### config.mk
export PLATFORM = sky130hd
export DESIGN_NAME = arbitro_sumador
export DESIGN_NICKNAME = d
export VERILOG_FILES = /design/src/rtl/arbitro_sumador.sv
export SDC_FILE = /design/constraint.sdc
export NUM_CORES = 1
export LEC_CHECK = 0
export BUFFER_PORTS_ARGS = -buffer_cell sky130_fd_sc_hd__buf_2
export CORE_MARGIN = 3
export CORE_UTILIZATION = 35
export DETAILED_ROUTE_END_ITERATION = 7
export HOLD_SLACK_MARGIN = 0.15
export PLACE_DENSITY = 0.56
export REMOVE_ABC_BUFFERS = 1
export SYNTH_ARGS = -nofsm -noshare
export SYNTH_HDL_FRONTEND = slang
export SYNTH_SLANG_ARGS = --single-unit
### constraint.sdc
create_clock -name iClk -period 1.5 [get_ports iClk]
set_input_delay 0.225 -clock iClk [delete_from_list [all_inputs] [get_ports iClk]]
set_output_delay 0.225 -clock iClk [all_outputs]
set_load 0.05 [all_outputs]
### src/rtl/arbitro_sumador.sv
// Two-requester round-robin arbiter that sequences a 6-bit addition through a
// shared 3-bit ripple-carry adder in two passes, chaining the carry between them.
module arbitro_sumador #(
   parameter int unsigned PRIORITY_INIT = 0
) (
   input  logic       iClk,
   input  logic       iRst_n,
   input  logic       iReq0,
   input  logic       iReq1,
   input  logic [5:0] iA_0,
   input  logic [5:0] iB_0,
   input  logic [5:0] iA_1,
   input  logic [5:0] iB_1,
   output logic       oAck0,
   output logic       oAck1,
   output logic [6:0] oSum,
   output logic       oGrant,
   output logic       oBusy,
   output logic [2:0] oAddA,
   output logic [2:0] oAddB,
   output logic       oAddCin,
   input  logic [2:0] iAddS,
   input  logic       iAddCout
);

   localparam logic [1:0] StIdle = 2'd0;
   localparam logic [1:0] StLow  = 2'd1;
   localparam logic [1:0] StHigh = 2'd2;
   localparam logic [1:0] StDone = 2'd3;

   logic [1:0] state_q, state_d;
   logic       prio_q, prio_d;
   logic       grant_q, grant_d;
   logic [5:0] a_q, a_d;
   logic [5:0] b_q, b_d;
   logic [2:0] lo_q, lo_d;    // low-pass sum, kept apart so oSum holds until completion
   logic       c_q, c_d;      // carry from the low pass into the high pass
   logic [6:0] sum_q, sum_d;
   logic       sel;

   // Next-state: arbitration in idle, then low pass, high pass, acknowledge.
   always_comb begin
      state_d = state_q;
      prio_d  = prio_q;
      grant_d = grant_q;
      a_d     = a_q;
      b_d     = b_q;
      lo_d    = lo_q;
      c_d     = c_q;
      sum_d   = sum_q;
      sel     = 1'b0;
      case (state_q)
         StIdle: begin
            if (iReq0 || iReq1) begin
               // A lone requester wins outright; a tie goes to the favoured one.
               sel     = (iReq0 && iReq1) ? prio_q : iReq1;
               grant_d = sel;
               a_d     = sel ? iA_1 : iA_0;
               b_d     = sel ? iB_1 : iB_0;
               state_d = StLow;
            end
         end
         StLow: begin
            lo_d    = iAddS;
            c_d     = iAddCout;
            state_d = StHigh;
         end
         StHigh: begin
            sum_d   = {iAddCout, iAddS, lo_q};
            state_d = StDone;
         end
         StDone: begin
            prio_d  = ~grant_q;
            state_d = StIdle;
         end
         default: state_d = StIdle;
      endcase
   end

   // State registers with synchronous active-low reset.
   always_ff @(posedge iClk) begin
      if (!iRst_n) begin
         state_q <= StIdle;
         prio_q  <= 1'(PRIORITY_INIT);
         grant_q <= 1'b0;
         a_q     <= '0;
         b_q     <= '0;
         lo_q    <= '0;
         c_q     <= 1'b0;
         sum_q   <= '0;
      end else begin
         state_q <= state_d;
         prio_q  <= prio_d;
         grant_q <= grant_d;
         a_q     <= a_d;
         b_q     <= b_d;
         lo_q    <= lo_d;
         c_q     <= c_d;
         sum_q   <= sum_d;
      end
   end

   // Adder drive and status outputs, decoded from the current state.
   always_comb begin
      oAddA   = 3'b000;
      oAddB   = 3'b000;
      oAddCin = 1'b0;
      case (state_q)
         StLow: begin
            oAddA = a_q[2:0];
            oAddB = b_q[2:0];
         end
         StHigh: begin
            oAddA   = a_q[5:3];
            oAddB   = b_q[5:3];
            oAddCin = c_q;
         end
         default: ;
      endcase
      oAck0  = (state_q == StDone) && !grant_q;
      oAck1  = (state_q == StDone) && grant_q;
      oBusy  = (state_q != StIdle);
      oGrant = grant_q;
      oSum   = sum_q;
   end

endmodule

; ---- Yosys cells after proc, flatten, opt, wreduce, memory -nomap -nowiden
; Index checks and enable logic that the tools add are counted.
[op_classes]
addsub = 0
div_mod_pow = 0
mul = 0
muxes = 8
eq_ne = 4
n_shift = 0
bitwise = 1
reduce_logical = 8
n_lt_le_gt_ge = 0
[op_table]
columns = cell, n
row1 = $mux W6, 2
row2 = $pmux W3 S2, 2
row3 = $pmux W2 S4, 1
row4 = $eq A2 B2 Y1 const B, 2
row5 = $logic_and A1 B1 Y1, 3
row6 = $eq A2 B1 Y1 const B, 1
row7 = $logic_not A2 Y1, 1
row8 = $mux W1, 2
row9 = $mux W2, 1
row10 = $ne A2 B2 Y1 const B, 1
row11 = $reduce_and A2 Y1, 1
row12 = $reduce_bool A2 Y1, 1
row13 = $logic_not A1 Y1, 1
row14 = $logic_or A1 B1 Y1, 1
row15 = $not A1 Y1, 1
[word_totals]
regBits = 27
output_inout_bits = 18
ram_bits = 0
mem_bits_ro = 0
word_cells = 29
latchBits = 0
n_memories = 0

; ---- Depth between registers and ports, before layout
[depth]
depth_word = 3
mapped_depth = 7
depth_no_buf = 5

; ---- Least setup slack after synthesis
; Ideal clock, no wire load.
[synth_timing]
path_kind = reg2out
from = register state_q[0]
to = output oAddA[2]
path_buffers = 2
t_required_ns = 1.275
arrival_time_ns = 1.730
slack_ns = -0.455
stages_incl_launch_ff = 7
path_cell_list = dfxtp_1 -> inv_1 -> ha_1 -> buf_2 -> buf_2 -> a22oi_1 -> nor2b_1
[synth_between]
elab_chain_cells = 2
elab_cells_between_ends = 3
cone_classes = eq/ne: 2 / mux: 1
[synth_lines]
columns = element, line_no
row1 = from (decl), 31  ; logic [1:0] state_q, state_d;
row2 = from (signal assigned), 83  ; state_q <= StIdle;
row3 = from (signal assigned), 92  ; state_q <= state_d;
row4 = $eq A2 B2 Y1 or $eq A2 B1 Y1 (tied branches), 108  ; case (state_q)
row5 = $pmux W3 S2 (*), 108
row6 = to (decl), 19  ; output logic [2:0] oAddA,
; Every way passes the cells marked *; elsewhere a longest branch is shown, timed or not.

; ---- Worst setup path in the final report
[layout_timing]
from = register state_q[1]
to = output oAddB[2]
[layout_between]
elab_chain_cells = 2
elab_cells_between_ends = 3
cone_classes = eq/ne: 2 / mux: 1
[layout_lines]
columns = element, line_no
row1 = $eq A2 B2 Y1 or $eq A2 B1 Y1 (tied branches), 108
row2 = $pmux W3 S2 (*), 108
row3 = to (decl), 20  ; output logic [2:0] oAddB,
; Marks and branches as above.

==> flow_summary.ini <==
[run_status]
run_status = complete, but fails checks
violations = negative setup slack

[drt]
first_pass_iters = 4
antenna_left = 0
viasPerCell = 5.061
drt_iter0_drc = 46
drc = 0
wire_per_inst_um = 14.39
wl_um = 3555
vias = 1250

[grt]
overflow = 0
grtUsageMet1_pct = 21.77
use_met2_pct = 29.45
busiest_layer = met2
grt_pass1_vias = 1253
track_usage_pct = 17.38
antenna_found_initial = 0
use_met3_pct = 4.384
grt_pass1_wl_um = 5899
grt_max_degree = 28

[final_layout]
nNetsFinal = 239
final_cells = 247
insertedDiodeCount = 0
drive_above_1_share_pct = 46.27
area_growth_pct = 48.33
fin_util_pct = 55.92
n_fill_cell = 342

[cts]
clock_latency_ns = 0.28
hold_buffers = 0
numCtsBuffers = 3
cts_buffer_depth = 2
clk_pin_slew_worst_paths_ns = 0.10
cts_tree = yes
cts_num_sinks = 27
cts-root-buf = clkbuf_8
h-tree-depth = 1

[sta]
slew_headroom_pct = 66.05
hold_violations = 0
setup_viol = 7
rsz0062_at_grt = true
tns_ns = -0.4897
post-route-period-util_pct = 106.3
fmax_mhz = 627.4
layout_min_cycle_time_ns = 1.594
worst_slack_ns = -0.09382
timing.clock.skew_ns = 0.007453
tightestPinTransition_ns = 0.5092
finalMaxSlewViolations = 0

[setup_path]
start_kind = register
worstSetupPathType = reg2out
cp_max_fo = 7
required_ns = 1.27
reg2reg_setup_slack_ns = 0.06
critical_path_arrival_ns = 1.37
cp-end-kind = output port

[floorplan]
die_x_um = 67.12
pin_count = 50
fp.coreArea_mm2 = 0.003468
rows = 21
initial_core_util_pct = 37.70
die-area_mm2 = 0.004505
dieHeight_um = 67.12

[power]
p_seq_share_pct = 31.2
ir_drop_uv = 1660
p_comb_share_pct = 56.7
internal_power_mw = 2.076
finalPower_mw = 3.543
p_sw_share_pct = 41.40
power.switching_mw = 1.467
p_leak_nw = 0.7902
p_per_area_mw_per_mm2 = 1827
p_clk_share_pct = 12.1

[synth]
syn_inst = 146
synth.top_cell.area_share_pct = 41.34
synth_cell_types = 23
yosys-top-cells-count = 27 x dfxtp_1, 20 x nor2b_1, 17 x o21ai_1
synth-seq-cells = 27
synth.area.top_cells = dfxtp_1 41%, nor2b_1 9.6%, mux2i_1 9.2%
synth_edf_count = 0
synthMostInstantiatedCell = dfxtp_1
netlist_area_mm2 = 0.001308
yosys_warnings = 0
synth_top_area_cell = dfxtp_1
synth-async-reset-ratio_pct = 0
synth_ff_type = dfxtp_1
syn_area_per_cell_um2 = 8.956
yosysSeqAreaShare_pct = 41.34

[placement]
io_buffers = 49
placed_cells = 239
dp_hpwl_um = 2379
gp_congestion = 0.7240

[worst_hold_path]
holdCritPathClass = in2reg

[run]
maxCapViolCount = 0
==> power groups by stage <==
stage	combinational (mW)	sequential, mW	clock (mW)
final	2.01	1.11	0.429
after global routing	2.18	1.13	0.476
after CTS	1.92	1.09	0.450
after detailed placement	1.50	1.05	0
after global placement	1.48	1.04	0
after floorplan	0.928	1.14	0
==> placed cells by master (no fill, tap or decap), types with 2 or more instances in the layout <==
cell type / instances
dfxtp_4: 2
inv_1: 2
mux2i_1: 12
buf_8: 2
nor2b_4: 5
o21ai_1: 17
nor2b_2: 2
buf_6: 8
buf_2: 39
clkbuf_8: 3
and2_1: 2
dfxtp_1: 25
o21ai_0: 7
a22oi_2: 6
nand3_1: 12
ha_4: 5
buf_4: 13
inv_4: 3
nor2b_1: 13
a31oi_1: 12
==> state kept, by name, indices dropped and copies added, names as in the netlist <==
register,flops
oSum,7
a_q,6
b_q,6
lo_q,3
state_q,2
c_q,1
oGrant,1
prio_q,1
==> area by class of cell <==
type	count	area, um2	area share (%)
Timing Repair Buffer	62	412.9	21.29
Tap cell	46	57.56	2.968
Clock buffer	3	41.29	2.129
Multi-Input combinational cell	103	845.8	43.61
Clock inverter	1	7.507	0.3871
Inverter	5	26.28	1.355
Sequential cell	27	548.0	28.26
==> what timing repair did <==
| action | CTS | global route |
|---|---|---|
| setup endpoints to repair | 15 | 13 |
| gates cloned | 0 | 0 |
| setup buffers | 4 | 0 |
| resized for setup | 54 | 9 |
| pin swaps | 3 | 3 |
==> final timing paths <==
path | to | startpoint | cells past startpoint
worst max-delay path | oAddB[2] | state_q[1]$_SDFFE_PN0P_ | 4
worst min-delay path | a_q[5]$_SDFFE_PN0P_ | iA_0[5] | 3
worst max register to register | state_q[1]$_SDFFE_PN0P_ | state_q[0]$_SDFFE_PN0P_ | 6
worst min register to register | oSum[1]$_SDFFE_PN0N_ | oSum[1]$_SDFFE_PN0N_ | 2
==> critical path: stages (launching register included) <==
cell,delay [ns]
dfxtp_4,0.39
inv_4,0.06
ha_4,0.31
nor2b_2,0.17
buf_6,0.17
==> kinds of logic after synthesis <==
| group | Yosys count | synth area share (%) |
|---|---|---|
| AOI/OAI and AO/OA | 46 | 21.05 |
| and+or+nand+nor | 40 | 18.09 |
| DFF | 27 | 41.34 |
| buffers and inverters | 16 | 5.550 |
| muxes | 12 | 9.187 |
| adders and majority gates | 5 | 4.785 |
==> metrics by stage <==
stage | setup slack, ns | hold slack, ns | area, um2
global route | -0.1442 | 0.2151 | 1939
global placement | -0.08381 | 0.4914 | 1624
finish | -0.09382 | 0.2144 | 1939
floorplan | -0.5025 | 0.3425 | 1254
CTS | -0.1073 | 0.2085 | 1893
detailed placement | -0.1509 | 0.5074 | 1624
==> per-layer routing <==
layer,up-vias,share of wire [%]
met4,0,0.82
met1,572,46
li1,632,-
met5,-,0
met3,4,5.8
met2,42,47
(Power assumes the default switching activity.)
